[config.mk]
export PLATFORM = sky130hd
export DESIGN_NAME = vecmul_seq
export DESIGN_NICKNAME = d
export VERILOG_FILES = /design/src/rtl/vecmul_pkg.sv /design/src/rtl/vecmul_res_fifo.sv /design/src/rtl/vecmul_seq.sv
export SDC_FILE = /design/constraint.sdc
export NUM_CORES = 1
export LEC_CHECK = 0
export ABC_AREA = 1
export BUFFER_PORTS_ARGS = -buffer_cell sky130_fd_sc_hd__buf_2
export CORE_MARGIN = 2
export CORE_UTILIZATION = 50
export DETAILED_ROUTE_END_ITERATION = 10
export GPL_ROUTABILITY_DRIVEN = 0
export PLACE_DENSITY_LB_ADDON = 0.08
export SYNTH_ARGS = -nofsm -noshare
export SYNTH_HDL_FRONTEND = slang
export SYNTH_SLANG_ARGS = --single-unit
[constraint.sdc]
create_clock -name clk -period 4.5 [get_ports clk]
set_input_delay 1.35 -clock clk [delete_from_list [all_inputs] [get_ports clk]]
set_output_delay 1.35 -clock clk [all_outputs]
set_load 0.005 [all_outputs]
[src/rtl/vecmul_pkg.sv]
// Shared types and defaults for the vecmul front-end sequencer and its result FIFO.
package vecmul_pkg;

   typedef logic [31:0] fp32_t;

   typedef enum logic [1:0] {
      FILL  = 2'd0,
      ISSUE = 2'd1,
      WAIT  = 2'd2
   } seq_state_e;

   localparam int DEFAULT_TIMEOUT = 32;

endpackage

[src/rtl/vecmul_res_fifo.sv]
// Result FIFO with a registered head entry; with VECMUL_SEQ_STATUS_EN each entry
// also carries a timeout-capture flag.
module vecmul_res_fifo
   import vecmul_pkg::*;
#(
   parameter int RES_DEPTH = 4
) (
   input  logic                       clk,
   input  logic                       rst_n,
   input  logic                       push_i,
   input  fp32_t                      wdata_i,
`ifdef VECMUL_SEQ_STATUS_EN
   input  logic                       wtout_i,
   output logic                       rtout_o,
`endif
   input  logic                       pop_i,
   output fp32_t                      rdata_o,
   output logic [$clog2(RES_DEPTH):0] count_o,
   output logic                       full_o,
   output logic                       empty_o
);

   localparam int AW = $clog2(RES_DEPTH);
   localparam int PW = AW + 1;

   fp32_t         mem_q [RES_DEPTH];
   fp32_t         head_q, head_d;
   logic [PW-1:0] wrPtr_q, rdPtr_q, rdPtr_d;
   logic          doPush, doPop, headIsNew, headFromMem;
`ifdef VECMUL_SEQ_STATUS_EN
   logic          toutMem_q [RES_DEPTH];
   logic          toutHead_q, toutHead_d;
`endif

   assign count_o = wrPtr_q - rdPtr_q;
   assign full_o  = (count_o == PW'(RES_DEPTH));
   assign empty_o = (count_o == '0);
   assign doPush  = push_i && !full_o;
   assign doPop   = pop_i && !empty_o;

   // The head register is loaded with whatever entry will be at the front after this cycle.
   always_comb begin
      rdPtr_d     = rdPtr_q + PW'(doPop);
      headIsNew   = doPush && (wrPtr_q == rdPtr_d);
      headFromMem = (wrPtr_q != rdPtr_d);
      head_d      = head_q;
      if (headIsNew) begin
         head_d = wdata_i;
      end else if (headFromMem) begin
         head_d = mem_q[rdPtr_d[AW-1:0]];
      end
`ifdef VECMUL_SEQ_STATUS_EN
      toutHead_d = toutHead_q;
      if (headIsNew) begin
         toutHead_d = wtout_i;
      end else if (headFromMem) begin
         toutHead_d = toutMem_q[rdPtr_d[AW-1:0]];
      end
`endif
   end

   always_ff @(posedge clk or negedge rst_n) begin
      if (!rst_n) begin
         wrPtr_q <= '0;
         rdPtr_q <= '0;
         head_q  <= '0;
         for (int i = 0; i < RES_DEPTH; i++) begin
            mem_q[i] <= '0;
         end
`ifdef VECMUL_SEQ_STATUS_EN
         toutHead_q <= 1'b0;
         for (int i = 0; i < RES_DEPTH; i++) begin
            toutMem_q[i] <= 1'b0;
         end
`endif
      end else begin
         if (doPush) begin
            mem_q[wrPtr_q[AW-1:0]] <= wdata_i;
`ifdef VECMUL_SEQ_STATUS_EN
            toutMem_q[wrPtr_q[AW-1:0]] <= wtout_i;
`endif
            wrPtr_q <= wrPtr_q + PW'(1);
         end
         rdPtr_q <= rdPtr_d;
         head_q  <= head_d;
`ifdef VECMUL_SEQ_STATUS_EN
         toutHead_q <= toutHead_d;
`endif
      end
   end

   assign rdata_o = head_q;
`ifdef VECMUL_SEQ_STATUS_EN
   assign rtout_o = toutHead_q;
`endif

endmodule

[src/rtl/vecmul_seq.sv]
// Front-end sequencer for the vecmul dot-product engine: packs operand pairs into
// vectors, runs one vecmul pass per vector, queues results. Option: VECMUL_SEQ_STATUS_EN.
module vecmul_seq
   import vecmul_pkg::*;
#(
   parameter int VSIZE     = 4,
   parameter int RES_DEPTH = 4,
   parameter int TIMEOUT   = DEFAULT_TIMEOUT
) (
   input  logic        clk,
   input  logic        rst_n,
   input  logic        s_valid,
   output logic        s_ready,
   input  fp32_t       s_a,
   input  fp32_t       s_b,
   output fp32_t       vm_in1 [VSIZE],
   output fp32_t       vm_in2 [VSIZE],
   output logic        vm_en,
   input  fp32_t       vm_result,
   input  logic        vm_done,
   output logic        m_valid,
   input  logic        m_ready,
`ifdef VECMUL_SEQ_STATUS_EN
   output logic        m_tout,
   output logic [15:0] tout_cnt,
`endif
   output fp32_t       m_data
);

   localparam int ECW   = (VSIZE > 1) ? $clog2(VSIZE) : 1;
   localparam int TMO_W = $clog2(TIMEOUT) + 1;
   localparam int PW    = $clog2(RES_DEPTH) + 1;

   seq_state_e       state_q;
   logic [ECW-1:0]   elemCnt_q;
   logic [TMO_W-1:0] tmoCnt_q;
   logic             sReady_q, vmEn_q;
   fp32_t            vmIn1_q [VSIZE];
   fp32_t            vmIn2_q [VSIZE];
   logic [PW-1:0]    resCount;
   logic             resFull, resEmpty, spaceOk, tmoHit, capture, push;
`ifdef VECMUL_SEQ_STATUS_EN
   logic [15:0]      toutCnt_q;
`endif

   assign spaceOk = (resCount < PW'(RES_DEPTH)) && !resFull;
   assign tmoHit  = (tmoCnt_q == TMO_W'(TIMEOUT - 1));
   assign capture = vm_done || tmoHit;
   assign push    = (state_q == WAIT) && capture;

   // Issue reserves a FIFO slot, so the single push on leaving WAIT can never overflow.
   always_ff @(posedge clk or negedge rst_n) begin
      if (!rst_n) begin
         state_q   <= FILL;
         elemCnt_q <= '0;
         tmoCnt_q  <= '0;
         sReady_q  <= 1'b0;
         vmEn_q    <= 1'b0;
         for (int i = 0; i < VSIZE; i++) begin
            vmIn1_q[i] <= '0;
            vmIn2_q[i] <= '0;
         end
`ifdef VECMUL_SEQ_STATUS_EN
         toutCnt_q <= '0;
`endif
      end else begin
         case (state_q)
            FILL: begin
               sReady_q <= 1'b1;
               if (s_valid && sReady_q) begin
                  vmIn1_q[elemCnt_q] <= s_a;
                  vmIn2_q[elemCnt_q] <= s_b;
                  if (elemCnt_q == ECW'(VSIZE - 1)) begin
                     elemCnt_q <= '0;
                     sReady_q  <= 1'b0;
                     state_q   <= ISSUE;
                  end else begin
                     elemCnt_q <= elemCnt_q + ECW'(1);
                  end
               end
            end
            ISSUE: begin
               if (spaceOk) begin
                  vmEn_q   <= 1'b1;
                  tmoCnt_q <= '0;
                  state_q  <= WAIT;
               end
            end
            WAIT: begin
               tmoCnt_q <= tmoCnt_q + TMO_W'(1);
               if (capture) begin
                  vmEn_q   <= 1'b0;
                  sReady_q <= 1'b1;
                  state_q  <= FILL;
               end
`ifdef VECMUL_SEQ_STATUS_EN
               if (capture && !vm_done && (toutCnt_q != 16'hFFFF)) begin
                  toutCnt_q <= toutCnt_q + 16'd1;
               end
`endif
            end
            default: state_q <= FILL;
         endcase
      end
   end

   vecmul_res_fifo #(
      .RES_DEPTH (RES_DEPTH)
   ) uResFifo (
      .clk     (clk),
      .rst_n   (rst_n),
      .push_i  (push),
      .wdata_i (vm_result),
`ifdef VECMUL_SEQ_STATUS_EN
      .wtout_i (!vm_done),
      .rtout_o (m_tout),
`endif
      .pop_i   (m_ready),
      .rdata_o (m_data),
      .count_o (resCount),
      .full_o  (resFull),
      .empty_o (resEmpty)
   );

   assign s_ready = sReady_q;
   assign vm_en   = vmEn_q;
   assign vm_in1  = vmIn1_q;
   assign vm_in2  = vmIn2_q;
   assign m_valid = !resEmpty;
`ifdef VECMUL_SEQ_STATUS_EN
   assign tout_cnt = toutCnt_q;
`endif

endmodule

Word-level counts from Yosys, hierarchy flattened
Index checks and enable logic that the tools add are counted.
{"block": "word_totals", "register_bits": 434, "latchBits": 0, "ramBits": 0, "mem_bits_ro": 0, "input_bits": 101, "word_cells": 93, "mem_count": 0}
{"block": "op_classes", "n_addsub": 5, "mul": 0, "div": 0, "order_cmp": 6, "n_eq_ne": 11, "shift": 0, "mux": 27, "bitwise": 3, "reduce_logical": 21}
{"cell": "$bwmux W128", "n": 3}
{"cell": "$mux W32", "n": 6}
{"cell": "$demux W32 S2", "n": 2}
{"cell": "$bmux W32 S2", "n": 1}
{"cell": "$pmux W6 S2", "n": 1}
{"cell": "$mux W2", "n": 5}
{"cell": "$ge A3 B3 Y1 const B", "n": 3}
{"cell": "$not A2 Y3", "n": 3}
{"cell": "$logic_and A1 B1 Y1", "n": 8}
{"cell": "$ne A2 B2 Y1 const B", "n": 4}
{"cell": "$add A6 B1 Y6 const B", "n": 1}
{"cell": "$eq A6 B5 Y1 const B", "n": 1}
{"cell": "$lt A3 B1 Y1 const B", "n": 2}
{"cell": "$mux W6", "n": 1}
{"cell": "$pmux W2 S3", "n": 1}
{"cell": "$reduce_and A2 Y1", "n": 3}
{"cell": "$reduce_bool A2 Y1", "n": 3}
{"cell": "$mux W1", "n": 5}
{"cell": "$eq A2 B2 Y1 const B", "n": 2}
{"cell": "$pmux W1 S2", "n": 2}
{"cell": "$reduce_and A4 Y1", "n": 1}
{"cell": "$add A3 B1 Y3", "n": 1}
{"cell": "$add A3 B1 Y3 const B", "n": 1}
{"cell": "$eq A3 B3 Y1", "n": 1}
{"cell": "other kinds (11)", "n": 12}

Depth between registers and ports, before layout
{"block": "depth", "ltp_word": 11, "mapped_depth": 21, "mapped_depth_nobuf": 20}

By module
A second synthesis with hierarchy kept.
{"block": "unflattened", "hier_cells": 1828, "area_unflattened_um2": 17359.1}
{"mod": "vecmul_seq", "n_inst": 1, "cells_each": 966, "area_each_um2": 9754.4, "seq_area_each_um2": 6706.4}
{"mod": "vecmul_res_fifo", "n_inst": 1, "cells_each": 862, "area_each_um2": 7604.8, "seq_area_each_um2": 4154.0}

Worst setup path before layout
Ideal clock, no wire load.
{"block": "synth_path", "path_type": "input-to-reg", "startpoint": "in m_ready", "endpoint": "reg uResFifo.head_q[11] (netlist: uResFifo.rdata_o[11])", "setup_ns": 0.069, "arrival_ns": 2.985, "t_required_ns": 4.431, "path_slack_ns": 1.446, "cell_stages": 13, "path_cell_list": "nand2_1 > inv_1 > ha_1 > ha_1 > inv_1 > nand2_1 > nand2_1 > nand3_1 > nor2_1 > buf_2 > buf_1 > nand4_1 > nand3_1"}
{"block": "synth_via", "elab_chain_cells": 8}
{"element": "start, declared", "line_no": "vecmul_seq.sv:22", "source": "input logic m_ready,"}
{"element": "$logic_and A1 B1 Y1 (*)", "line_no": "vecmul_res_fifo.sv:39", "source": "assign doPop = pop_i && !empty_o;"}
{"element": "$add A3 B1 Y3 (*)", "line_no": "vecmul_res_fifo.sv:43", "source": "rdPtr_d = rdPtr_q + PW'(doPop);"}
{"element": "net uResFifo.rdPtr_d[1]", "line_no": "vecmul_res_fifo.sv:28", "source": "logic [PW-1:0] wrPtr_q, rdPtr_q, rdPtr_d;"}
{"element": "$not A2 Y3 (implied by the code)", "line_no": "vecmul_res_fifo.sv:50", "source": "head_d = mem_q[rdPtr_d[AW-1:0]];"}
{"element": "$bmux W32 S2", "line_no": "vecmul_res_fifo.sv:50"}
{"element": "$mux W32 (implied by the code) (2 in a row)", "line_no": "vecmul_res_fifo.sv:50"}
{"element": "$mux W32", "line_no": "vecmul_res_fifo.sv:49", "source": "end else if (headFromMem) begin"}
{"element": "$mux W32", "line_no": "vecmul_res_fifo.sv:47", "source": "if (headIsNew) begin"}
{"element": "end signal, assigned", "line_no": "vecmul_res_fifo.sv:66", "source": "head_q <= '0;"}
{"element": "end signal, assigned", "line_no": "vecmul_res_fifo.sv:85", "source": "head_q <= head_d;"}
{"element": "end, declared", "line_no": "vecmul_res_fifo.sv:27", "source": "fp32_t head_q, head_d;"}
The timed path passes the listed nets; every way through them passes the cells marked *. The select of a mux whose other input is x is not followed.
A chain may end at the register's enable or synchronous reset.

Worst setup path after layout
{"block": "layout_path", "startpoint": "reg uResFifo.wrPtr_q[0]", "endpoint": "reg uResFifo.head_q[15] (netlist: uResFifo.rdata_o[15])"}
{"block": "layout_via", "elab_chain_cells": 11}
{"element": "start, declared", "line_no": "vecmul_res_fifo.sv:28"}
{"element": "start signal, assigned", "line_no": "vecmul_res_fifo.sv:82", "source": "wrPtr_q <= wrPtr_q + PW'(1);"}
{"element": "$sub A3 B3 Y3 (*)", "line_no": "vecmul_res_fifo.sv:35", "source": "assign count_o = wrPtr_q - rdPtr_q;"}
{"element": "$logic_not A3 Y1 (*)", "line_no": "vecmul_res_fifo.sv:37", "source": "assign empty_o = (count_o == '0);"}
{"element": "$logic_not A1 Y1 (*)", "line_no": "vecmul_res_fifo.sv:39"}
{"element": "$logic_and A1 B1 Y1 (*)", "line_no": "vecmul_res_fifo.sv:39"}
{"element": "$add A3 B1 Y3 (*)", "line_no": "vecmul_res_fifo.sv:43"}
{"element": "net uResFifo.rdPtr_d[1]", "line_no": "vecmul_res_fifo.sv:28"}
{"element": "$not A2 Y3 (implied by the code)", "line_no": "vecmul_res_fifo.sv:50"}
{"element": "$bmux W32 S2", "line_no": "vecmul_res_fifo.sv:50"}
{"element": "$mux W32 (implied by the code) (2 in a row)", "line_no": "vecmul_res_fifo.sv:50"}
{"element": "$mux W32", "line_no": "vecmul_res_fifo.sv:49"}
{"element": "$mux W32", "line_no": "vecmul_res_fifo.sv:47"}
Marked as above.

==> results.md <==
* Latest clock arrival within the worst-skew pair at between 500 and 600 ps
* Final net count at 2,389
* Post-DP HPWL at 33,500 µm
* Worst-path cell chain: inv_1, ha_1, inv_1, a21oi_1, nand2_1, nand2_1, nand2_1, nand2_1, inv_1, ha_2, ha_1, nand2_1, nand2_1, nand3_1, nor2_4, buf_4, nand3_1, nand3_1
* Gate count after technology mapping at 1,932
* TritonCTS clock tree: built
* Sequential element share of the synthesized area at roughly three fifths
* Drt via density at ~5.3
* Cell types occupying the most area after synthesis: sky130_fd_sc_hd__dfrtp_1 62%, sky130_fd_sc_hd__nand2_1 15%, sky130_fd_sc_hd__o21ai_0 9.2%
* Hold WC Path Type: reg -> reg
* Startpoint class of the critical path: register
* Final count of negative-setup-slack endpoints at 0
* Slowest cell on the critical path: sky130_fd_sc_hd__ha_1
* Drc violations at 0
* Post-route non-filler standard cell count at about 2,800
* Routed length per placed instance at ~19 µm
* Worst-case vdd ir drop at roughly 0.64 mV
* Drt initial violations at about 1,100
* Clock Tree Root: sky130_fd_sc_hd__clkbuf_16
* Share of layout cells above drive strength 1 at between 20% and 30%
* Critical path class: reg -> reg
* Power density over the cells at just under 800 nW/µm²
* Total track usage at between 20% and 30%
* Row count at a little under 70
* Total wire length after detailed routing at 51,800 µm
* GR met1 Demand/Resource at around 36%
* Commonest non-fill, non-tap cell in the layout: sky130_fd_sc_hd__nand2_1
* Postcts setup bufs at 0
* Die height at 191 µm
* First-pass DRT Iterations at 5
* Cell taking the most area after synthesis: sky130_fd_sc_hd__dfrtp_1
* Total of flip-flops plus latches after synthesis at around 430
* Status: complete, no violations
* Met3 GRT Util at 5.80%
* Slew of the pin with the lowest slew margin at roughly 910 ps
* First-pass GRT wire length at 79,800 µm
* Final critical path time including I/O delays and setup at approximately 3600 ps
* Width of the chip at roughly 190 µm
* Skew final at around 16 ps
* Clock sinks at 434
* Post-place setup slack at just under 800 ps
* Syn Area/Cell at between 9 and 10 µm²
* Met2 GRT Util at a little under half
* Number of violations of the max-capacitance limit at 0
* Depth of the CTS H-tree at 2
* TritonCTS buffer count at 46
* Largest buffer count on any clock path at 3
* Leakage power figure at between 10 and 15 nW
* Unrepaired setup endpoints after global routing: no
* Final worst-path cycle share at just over 80%
* Maximum number of pins on one net before global-route repair at roughly 100
* Flop-to-flop setup slack at 850 ps
* Maximum single-stage delay on the critical path at between 600 and 700 ps
* Die Footprint at ~37,000 µm²
* Maximum fanout encountered on the critical timing path at between 60 and 70
* Post-route setup slack at 854 ps
* Post-Syn Area at 17,600 µm²
* Clk slew on worst S/H paths at ~60 ps
* Type of element capturing the critical path: register
* Congestion Overflow GR at 0
* Buffers on Ports at about 390
* Fraction of post-synthesis cell area in the top cell type by area at between 60% and 70%
* Number of distinct library cell variants in the gate-level netlist after synthesis at 28
* Commonest cells after routing, fill and taps aside: 715 x sky130_fd_sc_hd__nand2_1, 434 x sky130_fd_sc_hd__dfrtp_1, 390 x sky130_fd_sc_hd__buf_2
* Total placed cells including tap cells at 2,682
* Tightest hold margin at roughly 460 ps
* Mapped Nets at between 2,000 and 2,500
* Antenna violations before repair at 6
* Number of top-level design ports at between 300 and 400
* Number of failing hold endpoints at the final stage at 0
* Vias in the first global route at between 10,000 and 15,000
* Endpoint required time on the critical path at roughly 5000 ps
* Setup TNS after final layout at 0 ps
* Core Footprint at around 35,000 µm²
* Remaining max-slew budget at the tightest pin at roughly 39%
* Peak-usage layer in the global routing report: met2
* Antenna Violating Nets Remaining at 0
* Number of vias in the routed layout at around 15,000
* Post-CTS resize count at 0
* Max Transition Viols Final at 0
* Hold bufs inserted after CTS at 0
* Critical path data arrival time at about 4100 ps
* Cell mode on critical path: sky130_fd_sc_hd__nand2_1
* Filler cells at between 3,000 and 4,000
* Max Freq at about 0.27 GHz
* Relative area change from synthesis to final layout at 21.1%
* Effective utilization at floorplan at around half
* Synth Warn # at 0
report_power, final:
group	switching [W]	internal, W
registers	0.000900	0.00560
clock network	0.00149	0.00218
logic	0.00408	0.00245
metrics by stage:
step	total power [W]	area, µm²	util [%]
CTS	0.0168	21300	61.6
detailed placement	0.0131	19800	57.4
finish	0.0167	21300	61.6
global route	0.0180	21300	61.6
global placement	0.0129	19800	57.4
floorplan	0.0102	17600	-
cell families (layout without fill, tap and decap cells):
group	after synthesis	count (layout)	share of synthesized area (%)
buffers and inverters	208	581	5.32
adders and majority gates	13	13	0.926
AOI/OAI and AO/OA	365	365	10.7
other	0	5	0
xor gates and xnor gates	2	2	0.0997
and+or+nand+nor	910	910	21.2
DFF	434	434	61.8
cells in the mapped netlist:
| cell | count |
|---|---|
| sky130_fd_sc_hd__a21oi_1 | 5 |
| sky130_fd_sc_hd__a31o_2 | 1 |
| sky130_fd_sc_hd__buf_1 | 4 |
| sky130_fd_sc_hd__buf_2 | 19 |
| sky130_fd_sc_hd__buf_4 | 1 |
| sky130_fd_sc_hd__buf_6 | 15 |
| sky130_fd_sc_hd__buf_8 | 1 |
| sky130_fd_sc_hd__clkbuf_1 | 80 |
| sky130_fd_sc_hd__dfrtp_1 | 434 |
| sky130_fd_sc_hd__ha_1 | 13 |
| sky130_fd_sc_hd__inv_1 | 85 |
| sky130_fd_sc_hd__inv_2 | 2 |
| sky130_fd_sc_hd__inv_4 | 1 |
| sky130_fd_sc_hd__nand2_1 | 719 |
| sky130_fd_sc_hd__nand2_2 | 4 |
| sky130_fd_sc_hd__nand3_1 | 75 |
| sky130_fd_sc_hd__nand3b_1 | 1 |
| sky130_fd_sc_hd__nand4_1 | 33 |
| sky130_fd_sc_hd__nor2_1 | 70 |
| sky130_fd_sc_hd__nor2_8 | 6 |
| sky130_fd_sc_hd__nor3_4 | 1 |
| sky130_fd_sc_hd__o21ai_0 | 322 |
| sky130_fd_sc_hd__o21ai_1 | 4 |
| sky130_fd_sc_hd__o22ai_1 | 32 |
| sky130_fd_sc_hd__o31ai_1 | 1 |
| sky130_fd_sc_hd__or2_2 | 1 |
| sky130_fd_sc_hd__xnor2_1 | 1 |
| sky130_fd_sc_hd__xor2_1 | 1 |
sequential cells by signal (all words and copies together), names as in the netlist:
name	count
state_q	2
elemCnt_q	2
uResFifo.mem_q	128
vm_en	1
vm_in1	128
s_ready	1
vm_in2	128
tmoCnt_q	6
uResFifo.wrPtr_q	3
uResFifo.rdata_o	32
uResFifo.rdPtr_q	3
final timing paths:
check,startpoint,to,cells after the start
setup / recovery,uResFifo.wrPtr_q[0]$_DFFE_PN0P_,uResFifo.rdata_o[15]$_DFFE_PN0P_,18
hold / removal,uResFifo.mem_q[91]$_DFFE_PN0P_,uResFifo.mem_q[91]$_DFFE_PN0P_,2
setup reg to reg,uResFifo.wrPtr_q[0]$_DFFE_PN0P_,uResFifo.rdata_o[15]$_DFFE_PN0P_,18
hold reg to reg,uResFifo.mem_q[91]$_DFFE_PN0P_,uResFifo.mem_q[91]$_DFFE_PN0P_,2
max in group asynchronous,rst_n,uResFifo.mem_q[113]$_DFFE_PN0P_,2
min in group asynchronous,rst_n,vm_in1[127]$_DFFE_PN0P_,1
per-layer routing:
metal / vias up / share of wire [%]
met5: - / 0.021
met4: 2 / 3.2
met3: 103 / 7.3
met2: 535 / 48
met1: 7082 / 41
li1: 6921 / -
final cells by class:
cell class,count,area (µm²),area share (%)
well taps,455,569,2.68
clock inverters,11,134,0.629
multi-input cells,1290,5810,27.3
clock buffers,67,1310,6.16
inverters,88,333,1.56
diodes,5,12.5,0.0588
repair buffers,415,2250,10.6
flip-flops and latches,434,10900,51.0
worst max-delay path: cells and delay by family, from the launching register on:
kind | cells | cell delay (ps)
and+or+nand+nor | 10 | 1100
buffers and inverters | 4 | 820
adders and majority gates | 3 | 1000
DFF | 1 | 420
AOI/OAI and AO/OA | 1 | 130
Power figures use the tool's default switching activity.
